### src/rtl/RAM_shared_pkg.sv
// Shared definitions for the RAM access path: word width, RAM command opcodes
// and the arbiter FSM state encoding.
package RAM_shared_pkg;

  localparam int ADDR_SIZE = 8;

  localparam logic [1:0] WR_ADDR = 2'b00;
  localparam logic [1:0] WR_DATA = 2'b01;
  localparam logic [1:0] RD_ADDR = 2'b10;
  localparam logic [1:0] RD_DATA = 2'b11;

  typedef enum logic [2:0] {
    IDLE,
    ADDR,
    DATA,
    WAIT_RD,
    DONE
  } state_t;

endpackage

### src/rtl/rr_arbiter2.sv
// Two-way round-robin grant: a lone request always wins, a tie goes to the
// requester named by pointer.
module rr_arbiter2 (
  input  logic [1:0] req,
  input  logic       pointer,
  output logic [1:0] grant
);

  always_comb begin
    grant = req;
    if (req == 2'b11) begin
      grant = pointer ? 2'b10 : 2'b01;
    end
  end

endmodule

### src/rtl/ram_access_arbiter.sv
// Shares one command-style RAM port between two requesters, sequencing each
// access as an address word, a data word and (for reads) a bounded wait.
module ram_access_arbiter #(
  parameter int ADDR_SIZE  = RAM_shared_pkg::ADDR_SIZE,
  parameter int RD_TIMEOUT = 15
) (
  input  logic                 clk,
  input  logic                 rst_n,
  input  logic                 req0,
  input  logic                 we0,
  input  logic [ADDR_SIZE-1:0] addr0,
  input  logic [ADDR_SIZE-1:0] wdata0,
  input  logic                 req1,
  input  logic                 we1,
  input  logic [ADDR_SIZE-1:0] addr1,
  input  logic [ADDR_SIZE-1:0] wdata1,
  output logic                 ack0,
  output logic [ADDR_SIZE-1:0] rdata0,
  output logic                 err0,
  output logic                 ack1,
  output logic [ADDR_SIZE-1:0] rdata1,
  output logic                 err1,
  output logic [ADDR_SIZE+1:0] ram_din,
  output logic                 ram_rx_valid,
  input  logic [ADDR_SIZE-1:0] ram_dout,
  input  logic                 ram_tx_valid,
  output logic                 busy
);

  import RAM_shared_pkg::*;

  localparam int TMO_W = $clog2(RD_TIMEOUT + 1);
  localparam logic [TMO_W-1:0] TMO_LAST = TMO_W'(RD_TIMEOUT - 1);
  localparam logic [TMO_W-1:0] TMO_MAX  = '1;

  state_t               state;
  state_t               next_state;
  logic                 pointer;
  logic [1:0]           grant;
  logic                 gnt_idx;
  logic                 we_q;
  logic [ADDR_SIZE-1:0] addr_q;
  logic [ADDR_SIZE-1:0] wdata_q;
  logic [TMO_W-1:0]     tmo_cnt;
  logic                 timed_out;

  rr_arbiter2 u_rr (
    .req     ({req1, req0}),
    .pointer (pointer),
    .grant   (grant)
  );

  always_ff @(posedge clk or negedge rst_n) begin
    if (!rst_n) begin
      state <= IDLE;
    end else begin
      state <= next_state;
    end
  end

  always_comb begin
    next_state = state;
    timed_out  = 1'b0;
    case (state)
      IDLE:    if (|grant) next_state = ADDR;
      ADDR:    next_state = DATA;
      DATA:    next_state = we_q ? DONE : WAIT_RD;
      WAIT_RD: begin
        // Data arriving on the last allowed cycle still counts as a good read.
        if (ram_tx_valid) begin
          next_state = DONE;
        end else if (tmo_cnt >= TMO_LAST) begin
          next_state = DONE;
          timed_out  = 1'b1;
        end
      end
      DONE:    next_state = IDLE;
      default: next_state = IDLE;
    endcase
  end

  always_comb begin
    ram_rx_valid = 1'b0;
    ram_din      = '0;
    case (state)
      ADDR: begin
        ram_rx_valid = 1'b1;
        ram_din      = {(we_q ? WR_ADDR : RD_ADDR), addr_q};
      end
      DATA: begin
        ram_rx_valid = 1'b1;
        ram_din      = we_q ? {WR_DATA, wdata_q} : {RD_DATA, {ADDR_SIZE{1'b0}}};
      end
      default: begin
        ram_rx_valid = 1'b0;
        ram_din      = '0;
      end
    endcase
    busy = (state != IDLE);
    ack0 = (state == DONE) && !gnt_idx;
    ack1 = (state == DONE) && gnt_idx;
  end

  // Transaction latch, timeout counter, round-robin pointer and per-requester results.
  always_ff @(posedge clk or negedge rst_n) begin
    if (!rst_n) begin
      pointer <= 1'b0;
      gnt_idx <= 1'b0;
      we_q    <= 1'b0;
      addr_q  <= '0;
      wdata_q <= '0;
      tmo_cnt <= '0;
      rdata0  <= '0;
      err0    <= 1'b0;
      rdata1  <= '0;
      err1    <= 1'b0;
    end else begin
      if (state == IDLE && |grant) begin
        gnt_idx <= grant[1];
        we_q    <= grant[1] ? we1    : we0;
        addr_q  <= grant[1] ? addr1  : addr0;
        wdata_q <= grant[1] ? wdata1 : wdata0;
      end

      if (state != WAIT_RD) begin
        tmo_cnt <= '0;
      end else if (tmo_cnt != TMO_MAX) begin
        tmo_cnt <= tmo_cnt + 1'b1;
      end

      if (state == DONE) begin
        pointer <= ~gnt_idx;
      end

      if (state != DONE && next_state == DONE) begin
        if (!gnt_idx) begin
          err0 <= timed_out;
          if (state == WAIT_RD && !timed_out) rdata0 <= ram_dout;
        end else begin
          err1 <= timed_out;
          if (state == WAIT_RD && !timed_out) rdata1 <= ram_dout;
        end
      end
    end
  end

endmodule

### config.mk
export PLATFORM = sky130hd
export DESIGN_NAME = ram_access_arbiter
export DESIGN_NICKNAME = d
export VERILOG_FILES = /design/src/rtl/RAM_shared_pkg.sv /design/src/rtl/rr_arbiter2.sv /design/src/rtl/ram_access_arbiter.sv
export SDC_FILE = /design/constraint.sdc
export NUM_CORES = 1
export LEC_CHECK = 0
export CORE_MARGIN = 8
export CORE_UTILIZATION = 48
export CTS_BUF_LIST = sky130_fd_sc_hd__clkbuf_16
export DETAILED_ROUTE_END_ITERATION = 10
export MAX_ROUTING_LAYER = met4
export PLACE_DENSITY = 0.85
export SKIP_CTS_REPAIR_TIMING = 1
export SLEW_MARGIN = 20
export SYNTH_ARGS = -nofsm -noshare
export SYNTH_HDL_FRONTEND = slang
export SYNTH_HIERARCHICAL = 1
export SYNTH_SLANG_ARGS = --single-unit
### constraint.sdc
create_clock -name clk -period 4.95 [get_ports clk]
set_clock_uncertainty 0.2 [all_clocks]
set_input_delay 0.495 -clock clk [delete_from_list [all_inputs] [get_ports clk]]
set_output_delay 0.495 -clock clk [all_outputs]
set_load 0.1 [all_outputs]
# == Word level (Yosys, flattened, before mapping) ==
# Cells that the tools add are included.
# word_totals
regBits,44
latchBits,0
ramBits,0
romBits,0
in_bits,47
output_inout_bits,32
wordCells,58
n_memories,0
# op_classes
n_addsub,1
multipliers,0
div_mod_pow,0
n_lt_le_gt_ge,1
n_eq_ne,9
n_shift,0
muxes,19
bitwise_logic,1
n_reduce_logical,16
# op_table
cell,count
10-bit one-hot mux with 2 select lines,1
8-bit two-way mux,2
3-bit two-way mux,4
3-bit one-hot mux with 4 select lines,1
10-bit two-way mux,1
4-bit two-way mux,2
3-bit by 2-bit equality test with 1-bit output (second input constant),2
3-bit equality test (second input constant),2
2-bit two-way mux,3
3-bit AND reduction,2
1-bit logical AND,5
1-bit two-way mux,5
4-bit by 1-bit adder with 4-bit output (second input constant),1
4-bit greater-or-equal comparator (second input constant),1
4-bit != test (second input constant),1
2-bit AND reduction,2
2-bit OR reduction,2
3-bit by 1-bit equality test with 1-bit output (second input constant),1
3-bit zero test,1
3-bit by 2-bit != test with 1-bit output (second input constant),1
3-bit != test (second input constant),1
3-bit nonzero test,1
2-bit equality test (second input constant),1
1-bit zero test,2
2 further kinds,2

# == Logic depth before layout (Yosys ltp) ==
# logic_depth
depth_word,8
mapped_depth,7
depth_no_buf,5

# == Hierarchy ==
# Netlist, hierarchy kept.
# by_module_without_submodules
module,instances,cells_per_inst,area_each_um2,seq_area_each_um2
ram_access_arbiter,1,171,2180.8,1101.1
rr_arbiter2,1,3,18.8,0.0

# == Worst setup path after synthesis ==
# Ideal clock, no wire load.
# synth_path
path_type,reg2out
from,reg state[0]
to,out ram_din[9]
t_arrival_ns,3.116
t_required_ns,4.255
path_slack_ns,1.139
stages_incl_launch_ff,5
path_buffers,1
cell_sequence,dfrtp_1 > buf_2 > nand2b_1 > a21oi_1 > and2_1
# synth_via
elab_chain_len,2
elab_cells_between_ends,3
cone_classes,2 x eq/ne; 1 x mux
# synth_lines
element,line_no,text
from (decl),ram_access_arbiter.sv:36,state_t state;
from (signal assigned),ram_access_arbiter.sv:57,state <= next_state;
3-bit by 2-bit equality test with 1-bit output or 3-bit by 1-bit equality test with 1-bit output (tied branches),ram_access_arbiter.sv:85,case (state)
10-bit one-hot mux with 2 select lines (*),ram_access_arbiter.sv:85,
to (decl),ram_access_arbiter.sv:23,"output logic [ADDR_SIZE+1:0] ram_din,"
# Every way passes the cells marked *; elsewhere a longest branch is shown, timed or not.

# == Worst setup path after layout ==
# layout_path
from,reg state[0]
to,out ram_din[5]
# The elaborated chain is that of the path after synthesis.

==> flow_summary.yaml <==
setup_path:
  crit_slowest_cell: "clkdlybuf4s50_1"
  reg2reg_depth: 4
  cpLargestDelayFamily: "buffers and inverters"
  critical_path.startpoint: "state[0]"
  max_stage_delay_ps: 1170
  worst_ep_required_time_ps: 4260
  critPathKind: "reg2out"
  reg2reg_slack_ps: 2290
  arrival_ps: 2870
  worstReg2RegStart: "pointer"
  worst-path-stages: 4
  cp_max_fo: 11
  critPathLaunchType: "flip-flop"
  cp-end-kind: "output pin"
  cp_cell_sequence: "nor2b_1 -> a22oi_1 -> nor2_1 -> clkdlybuf4s50_1"
  path_buf_inv: 1
timing:
  setup_viol_count_final: 0
  rsz0062_at_grt: "no"
  slew_viol_final: 0
  max_slew.worst_pin.slew_ps: 1010
  hold_viol_final: 0
  period_minus_slack_ps: 3570
  relSlewSlack_pct: 32.6
  fin_crit_sh_pct: 72.1
  fin_setup_tns_ps: 0
  clock.fmax_mhz: 280
routing:
  drt_iter0_markers: 65
  firstDrtPassIters: 4
  antenna_left: 0
  wl_um: 5330
  avgViaCountPerCell: 5.50
  routedWlPerCell_um: 17.6
  drc_errors: 0
  vias: 1660
floorplanning:
  initial_core_util_pct: 50.2
  std_cell_rows: 24
  ios: 79
  core_sq_um: 4380
  die_x_um: 83.7
  dieArea_sq_um: 7000
  die_y_um: 83.7
clock_tree:
  cts-htree-levels: 2
  clockBufferDepth: 2
  cts-root-buf: "clkbuf_16"
  cts_tree: "yes"
  clock-sinks: 44
  cts_buffers: 5
  insertion_delay_ps: 280
  path_clk_slew_ps: 60
global_route:
  grt.overflow.total: 0
  grt_max_degree: 45
  track_usage_pct: 16.3
  antenna_found_initial: 0
  grt_pass1_wl_um: 9050
  first_global_vias: 1813
synth:
  synthCells: 174
  yosysSeqAreaShare_pct: 50.1
  synth_enable_flop_cells: 0
  ys_types: 40
  yosysTopAreaCell: "dfrtp_1"
  synthArstFlopShare_pct: 100
  syn-cell-area_sq_um: 2200
  ys_ff_latch: 44
  synth_nets: 223
  syn_avg_cell_area_sq_um: 12.6
  synth_top_cells_by_area: "dfrtp_1 50%, mux2_2 20%, mux2_4 5.5%"
  yosysWarnings: 6
  synth_top_area_share_pct: 50.1
  synthFlopType: "dfrtp_1"
run_status:
  status: "finished, final reports clean"
cells_and_area:
  layout_common_cells: "77 x clkdlybuf4s50_1, 44 x dfrtp_1, 40 x mux2_2"
  final_common_cell: "clkdlybuf4s50_1"
  drive_above_1_share_pct: 23.6
  diodes: 0
  area_delta_synth_final_pct: 42.1
  num-nets-final: 299
flow_run:
  max_cap_violations: 0
placed_design:
  dp_hpwl_um: 3970
  port_buffers: 78
  gp_congestion: 0.726
min_path:
  hold_class: "in2async"
worst paths after layout:
| check | to |
|---|---|
| worst max register to register | addr_q[0] |
| min in group clk | pointer |
| worst max-delay path | ram_din[5] |
| worst min register to register | pointer |
| worst min-delay path | wdata_q[0] |
| max in group asynchronous | rdata0[7] |
layout make-up:
type / count / area, sq um
clock buffers: 5 / 125
clock inverters: 2 / 7.51
fillers: 324 / 1260
inverters: 5 / 18.8
multi-input cells: 116 / 1030
flip-flops and latches: 44 / 1100
well taps: 52 / 65.1
repair buffers: 78 / 776
cell usage after synthesis (2+ instances only):
| cell type | count |
|---|---|
| clkbuf_1 | 3 |
| ha_1 | 2 |
| nand3_1 | 2 |
| nor2b_1 | 2 |
| a22oi_1 | 8 |
| mux2i_1 | 3 |
| o41ai_1 | 2 |
| a31oi_1 | 2 |
| nand3b_1 | 2 |
| mux2_4 | 8 |
| inv_1 | 5 |
| nand2b_1 | 3 |
| a211oi_1 | 2 |
| nor2_1 | 16 |
| buf_2 | 2 |
| dfrtp_1 | 44 |
| buf_4 | 2 |
| mux2_2 | 40 |
| o31ai_1 | 2 |
| a21boi_1 | 2 |
| nand2_1 | 3 |
cell families (layout without fill, tap and decap cells):
| family | count (synthesis) | after routing | share of synthesized area [%] |
|---|---|---|---|
| multiplexers | 51 | 51 | 27.3 |
| buffers and inverters | 14 | 90 | 3.19 |
| flip-flops | 44 | 44 | 50.1 |
| XOR/XNOR | 1 | 1 | 0.398 |
| adder cells (fa/ha/maj) | 2 | 2 | 1.14 |
| AO/OA/AOI/OAI | 25 | 25 | 8.59 |
| AND/OR/NAND/NOR | 37 | 37 | 9.33 |
registers in the layout, summed over array words and instances, names as in the netlist:
name     cells
tmo_cnt      4
rdata1       8
we_q         1
rdata0       8
pointer      1
wdata_q      8
state        3
addr_q       8
gnt_idx      1
err0         1
err1         1
metal layers:
| layer | vias to the layer above | wire length (um) | global-route usage, % |
|---|---|---|---|
| met1 | 813 | 2150 | 17.4 |
| li1 | 780 | - | - |
| met4 | 0 | 195 | 9.73 |
| met5 | - | 0 | - |
| met3 | 17 | 228 | 3.81 |
| met2 | 50 | 2760 | 26.9 |
metrics by stage:
stage	std cells	util, %	setup slack, ps	hold slack [ps]	area, sq um
final	302	71.3	1380	169	3130
after floorplan	174	-	1140	-0.591	2200
after global placement	295	68.3	1760	282	2990
after CTS	302	71.3	1390	204	3130
after detailed placement	295	68.3	1690	292	2990
after global routing	302	71.3	1200	242	3130
Power is not shown: default switching activity piles up to over one toggle a cycle in this logic, so the estimate is an artifact.
